<file path="src/rtl/hazard_scoreboard.sv">
// hazard_scoreboard
//   Load-use and control hazard unit for the 5-stage pipeline. A 3-bit
//   countdown per architectural register tracks loads still in flight.
//   The unit produces stall/flush controls for PC, IF/ID and ID/EX, and
//   detects jump-register operands that cannot be forwarded into ID.
//
// Parameters
//   REG_AW   register-address width (scoreboard depth 2**REG_AW)
//   LOAD_LAT cycles after a load leaves ID before its data is forwardable (1..7)
//   CNT_W    performance counter width
//
// Ports
//   clk, reset_n              clock, synchronous active-low reset
//   id_rs/id_rt(+_used)       ID source registers and their use flags
//   id_opcode, id_funct       ID decode fields
//   id_is_load, id_rd         ID load flag and destination
//   ex_reg_write, ex_rd       EX write-back info
//   branch_taken              EX branch resolved taken
//   pc_wr_en, if_id_wr_en     write enables (low on stall)
//   if_id_flush, id_ex_flush  flush / bubble controls
//   stall, busy               hazard stall; any scoreboard entry pending
//   stall_cnt, flush_cnt      performance counters
//
// Build option
//   HAZARD_PERF_CNT_EN  when defined, stall_cnt/flush_cnt count; otherwise tied to 0.

module hazard_scoreboard #(
  parameter int unsigned REG_AW   = 5,
  parameter int unsigned LOAD_LAT = 1,
  parameter int unsigned CNT_W    = 32
) (
  input  logic              clk,
  input  logic              reset_n,
  input  logic [REG_AW-1:0] id_rs,
  input  logic [REG_AW-1:0] id_rt,
  input  logic              id_rs_used,
  input  logic              id_rt_used,
  input  logic [5:0]        id_opcode,
  input  logic [5:0]        id_funct,
  input  logic              id_is_load,
  input  logic [REG_AW-1:0] id_rd,
  input  logic              ex_reg_write,
  input  logic [REG_AW-1:0] ex_rd,
  input  logic              branch_taken,
  output logic              pc_wr_en,
  output logic              if_id_wr_en,
  output logic              if_id_flush,
  output logic              id_ex_flush,
  output logic              stall,
  output logic              busy,
  output logic [CNT_W-1:0]  stall_cnt,
  output logic [CNT_W-1:0]  flush_cnt
);

  localparam int unsigned DEPTH = 1 << REG_AW;
  localparam logic [2:0]  LAT   = 3'(LOAD_LAT);

  logic [2:0] r_sb [DEPTH];

  logic w_is_jr;
  logic w_is_jump;
  logic w_haz_rs;
  logic w_haz_rt;
  logic w_haz_jr;
  logic w_stall;
  logic w_issue;
  logic w_busy;
  logic w_if_id_flush;

  assign w_is_jr   = (id_opcode == 6'h00) && ((id_funct == 6'h08) || (id_funct == 6'h09));
  assign w_is_jump = w_is_jr || (id_opcode == 6'h02) || (id_opcode == 6'h03);

  assign w_haz_rs = id_rs_used && (id_rs != '0) && (r_sb[id_rs] != '0);
  assign w_haz_rt = id_rt_used && (id_rt != '0) && (r_sb[id_rt] != '0);
  // jr/jalr read rs in ID, so an ALU result still in EX cannot reach it yet.
  assign w_haz_jr = w_is_jr && ex_reg_write && (ex_rd == id_rs) && (id_rs != '0);

  // A taken branch discards the ID instruction, so its hazards are moot.
  assign w_stall = (w_haz_rs || w_haz_rt || w_haz_jr) && !branch_taken;

  assign w_issue = id_is_load && !w_stall && !branch_taken && (id_rd != '0);

  assign w_if_id_flush = branch_taken || (w_is_jump && !w_stall);

  assign stall       = w_stall;
  assign pc_wr_en    = !w_stall;
  assign if_id_wr_en = !w_stall;
  assign id_ex_flush = branch_taken || w_stall;
  assign if_id_flush = w_if_id_flush;

  always_comb begin
    w_busy = 1'b0;
    for (int unsigned r = 1; r < DEPTH; r++) begin
      w_busy = w_busy || (r_sb[r] != '0);
    end
  end
  assign busy = w_busy;

  // Entry 0 is held at zero; a fresh issue overrides the decrement.
  always_ff @(posedge clk) begin
    if (!reset_n) begin
      for (int unsigned r = 0; r < DEPTH; r++) begin
        r_sb[r] <= '0;
      end
    end else begin
      r_sb[0] <= '0;
      for (int unsigned r = 1; r < DEPTH; r++) begin
        if (w_issue && (id_rd == REG_AW'(r))) begin
          r_sb[r] <= LAT;
        end else if (r_sb[r] != '0) begin
          r_sb[r] <= r_sb[r] - 3'd1;
        end
      end
    end
  end

`ifdef HAZARD_PERF_CNT_EN
  logic [CNT_W-1:0] r_stall_cnt;
  logic [CNT_W-1:0] r_flush_cnt;

  always_ff @(posedge clk) begin
    if (!reset_n) begin
      r_stall_cnt <= '0;
      r_flush_cnt <= '0;
    end else begin
      if (w_stall)       r_stall_cnt <= r_stall_cnt + 1'b1;
      if (w_if_id_flush) r_flush_cnt <= r_flush_cnt + 1'b1;
    end
  end

  assign stall_cnt = r_stall_cnt;
  assign flush_cnt = r_flush_cnt;
`else
  assign stall_cnt = '0;
  assign flush_cnt = '0;
`endif

endmodule

</file>
<file path="config.mk">
export PLATFORM = sky130hd
export DESIGN_NAME = hazard_scoreboard
export DESIGN_NICKNAME = d
export VERILOG_FILES = /design/src/rtl/hazard_scoreboard.sv
export SDC_FILE = /design/constraint.sdc
export NUM_CORES = 1
export LEC_CHECK = 0
export CELL_PAD_IN_SITES_DETAIL_PLACEMENT = 1
export CELL_PAD_IN_SITES_GLOBAL_PLACEMENT = 2
export CORE_MARGIN = 5
export CORE_UTILIZATION = 38
export DETAILED_ROUTE_END_ITERATION = 8
export PLACE_DENSITY = 0.9
export SLEW_MARGIN = 20
export SYNTH_ARGS = -nofsm -noshare
export SYNTH_HDL_FRONTEND = slang
export SYNTH_SLANG_ARGS = --single-unit
</file>
<file path="constraint.sdc">
create_clock -name clk -period 10.15 [get_ports clk]
set_clock_uncertainty 0.1 [all_clocks]
set_input_delay 2.03 -clock clk [delete_from_list [all_inputs] [get_ports clk]]
set_output_delay 2.03 -clock clk [all_outputs]
set_load 0.02 [all_outputs]
</file>
==> impl_metrics.tcl <==
set metrics [dict create \
    max_freq_ghz 0.123 \
    hold_start "r_sb[3][0]" \
    status "complete, no violations" \
    synthesis.area_sq_um 7980 \
    worst_pin_slew_ns 0.958 \
    setup_slack_ns 1.99 \
    synth_edf_count 93 \
    pwr-share-comb_pct 49.0 \
    yosysTopAreaCell "edfxtp_1" \
    post-route-period-util_pct 80.4 \
    crit_top_cell "clkdlybuf4s50_1" \
    startpoint "id_rs[0]" \
    rrSetupSlack_ns 5.98 \
    cts_tree "done" \
    switchingPower_uw 980 \
    grt.busiest_layer "met2" \
    dpl_worst_slack_ns 2.06 \
    clock_sinks 93 \
    finalSetupTns_ns 0 \
    cts_setup_buffers 0 \
    yosysSeqAreaShare_pct 35.0 \
    cp_cell_sequence "clkdlybuf4s50_1 -> nor4_1 -> o311ai_1 -> a211oi_1 -> or3_1 -> a2111oi_2 -> buf_4 -> nor3_4 -> nor2_1 -> clkdlybuf4s50_1" \
    seqPwrFrac_pct 35.1 \
    power_uw 2280 \
    antennaDiodeCount 0 \
    drc 0 \
    synth.most_common_cell "edfxtp_1" \
    maxSlewHeadroom_pct 36.0 \
    grt_max_degree 62 \
    largest_reg_flops 93 \
    cp_data_required_time_ns 8.02 \
    nFillCells 2461 \
    overflow 0 \
    num_vias 6640 \
    wire_per_inst_um 20.3 \
    synth_seq_cells 93 \
    ant_nets 0 \
    hold_viol_final 0 \
    crit_buf_inv 3 \
    hpwl_um 17800 \
    netlist.area_leader.share_pct 35.0 \
    reg_top3 "r_sb x93" \
    clk-insertion-delay-late_ns 0.35 \
    portBuffers 43 \
    slowest_stage "clkdlybuf4s50_1" \
    p_sw_share_pct 42.9 \
    async_reset_ff_share_pct 0 \
    cp.arrival_ns 6.03 \
    synthTopCellsByCount "edfxtp_1, inv_1, buf_4, nor2_1, ha_1" \
    track_usage_pct 19.4 \
    grt_pass1_wl_um 36900 \
    synthTopCellsByArea "edfxtp_1, ha_1, buf_4" \
    area_growth_pct 8.10 \
    gr-usage-met2_pct 32.2 \
    gp_congestion 0.858 \
    htreeDepth 3 \
    clk_path_buf_depth 2 \
    cp-end-kind "output pin" \
    io_pins 109 \
    ys.warnings.count 0 \
    power.internal_uw 1300 \
    antenna_found_initial 0 \
    grt_util_met1_pct 26.5 \
    layout-drive-gt1-share_pct 4.95 \
    syn_inst 871 \
    drtPass1Iterations 5 \
    min_to "r_sb[3][0]" \
    regMostFlops "r_sb" \
    start_kind "primary input" \
    p_leak_uw 0.00326 \
    die_x_um 155 \
    finalSetupViolations 0 \
    path_class "in2out" \
    wirelength_um 23600 \
    cpPeakStageDelay_ns 1.05 \
    rows 53 \
    fp.dieH_um 155 \
    synthFlopType "edfxtp_1" \
    cts_resized 0 \
    yosys.cell_types.count 58 \
    grt_use_met3_pct 2.67 \
    initial_utilization_pct 38.3 \
    path_delay_family "buffers and inverters" \
    hold_slack_ns 0.538 \
    clockPowerShare_pct 15.9 \
    p_per_area_nw_per_um2 265 \
    drv_cap 0 \
    syn_area_per_cell_sq_um 9.16 \
    dieArea_sq_um 24000 \
    numCtsBuffers 9 \
    fin_nets 984 \
    fin_crit_ns 8.16 \
    vias_per_cell 5.71 \
    worstRegToRegCells 7 \
    grt_pass1_vias 6828 \
    postCtsHoldBufs 0 \
    clkTransAtPathRegs_ns 0.06 \
    critPathMaxFanout 24 \
    reg2reg_from "r_sb[31][1]" \
    drv_slew 0 \
    worstReg2RegEnd "r_sb[31][0]" \
    hold-path-cell-count 1 \
    initialDrtViolationCount 404 \
    rsz0062_at_grt "no" \
    ir_drop_mv 0.0879 \
    hp-class "reg2reg" \
    core_sq_um 20800 \
    cts-root-buf "clkbuf_16" \
]
## final cells by class
cell class	instances	area, sq um	share of cell area, %
clock inverter	7	80.1	0.928
sequential	93	2790	32.4
multi-input combinational	655	4430	51.3
inverter	73	274	3.18
timing repair buffer	51	485	5.63
tap	275	344	3.99
clock buffer	9	225	2.61
## through the flow
stage          cell area (sq um)  util [%]  std cells
6_report                    8630      41.4       1163
5_1_grt                     8630      41.4       1163
4_1_cts                     8620      41.4       1163
3_5_place_dp                8320      39.9       1147
3_3_place_gp                8320      39.9       1147
2_1_floorplan               8220         -        934
## layout by cell type, fill, tap and decap left out, types with 9 or more instances in the layout
cell / netlist / final
a21oi_1: 33 / 33
conb_1: 1 / 64
nor3_1: 50 / 49
inv_1: 72 / 71
nor4b_1: 13 / 13
nand2b_1: 25 / 25
edfxtp_1: 93 / 93
nand3_1: 20 / 20
clkdlybuf4s50_1: 0 / 42
nand2_1: 39 / 39
nor2_1: 64 / 64
mux2i_1: 29 / 29
nor2b_1: 37 / 37
nor4_1: 25 / 24
ha_1: 62 / 62
o32ai_1: 13 / 13
a211oi_1: 19 / 19
o21ai_0: 20 / 20
o311ai_1: 11 / 11
nand3b_1: 9 / 9
o31ai_1: 11 / 11
clkbuf_16: 0 / 9
or3_1: 18 / 17
## kinds of logic after synthesis
family / count (synthesis) / share of synthesized area [%]
adders and majority gates: 62 / 9.72
other: 1 / 0.0470
AOI/OAI and AO/OA: 176 / 16.7
DFF: 93 / 35.0
xor gates and xnor gates: 4 / 0.439
buffers and inverters: 186 / 12.7
muxes: 31 / 4.06
and+or+nand+nor: 318 / 21.4
## worst max path at each step
stage                  endpoint  cells past startpoint
CTS                       stall                     10
floorplan           if_id_flush                      9
detailed placement        stall                     10
global route              stall                     10
global placement          stall                     10
finish                    stall                     10
## power by group through the flow
stage               Clock [uW]  Sequential, uW  Combinational [uW]
global placement             0             795                1070
detailed placement           0             808                1110
CTS                        368             800                1120
global route               386             823                1250
floorplan                    0             760                 851
finish                     364             801                1120
## per-layer routing
layer  wire, um  vias up  share of wire (%)
met3       1370       33                5.8
met2      11100      200                 47
met4        521        0                2.2
met5          0        -                  0
li1           -     3122                  -
met1      10600     3285                 45
(Power assumes the default switching activity.)
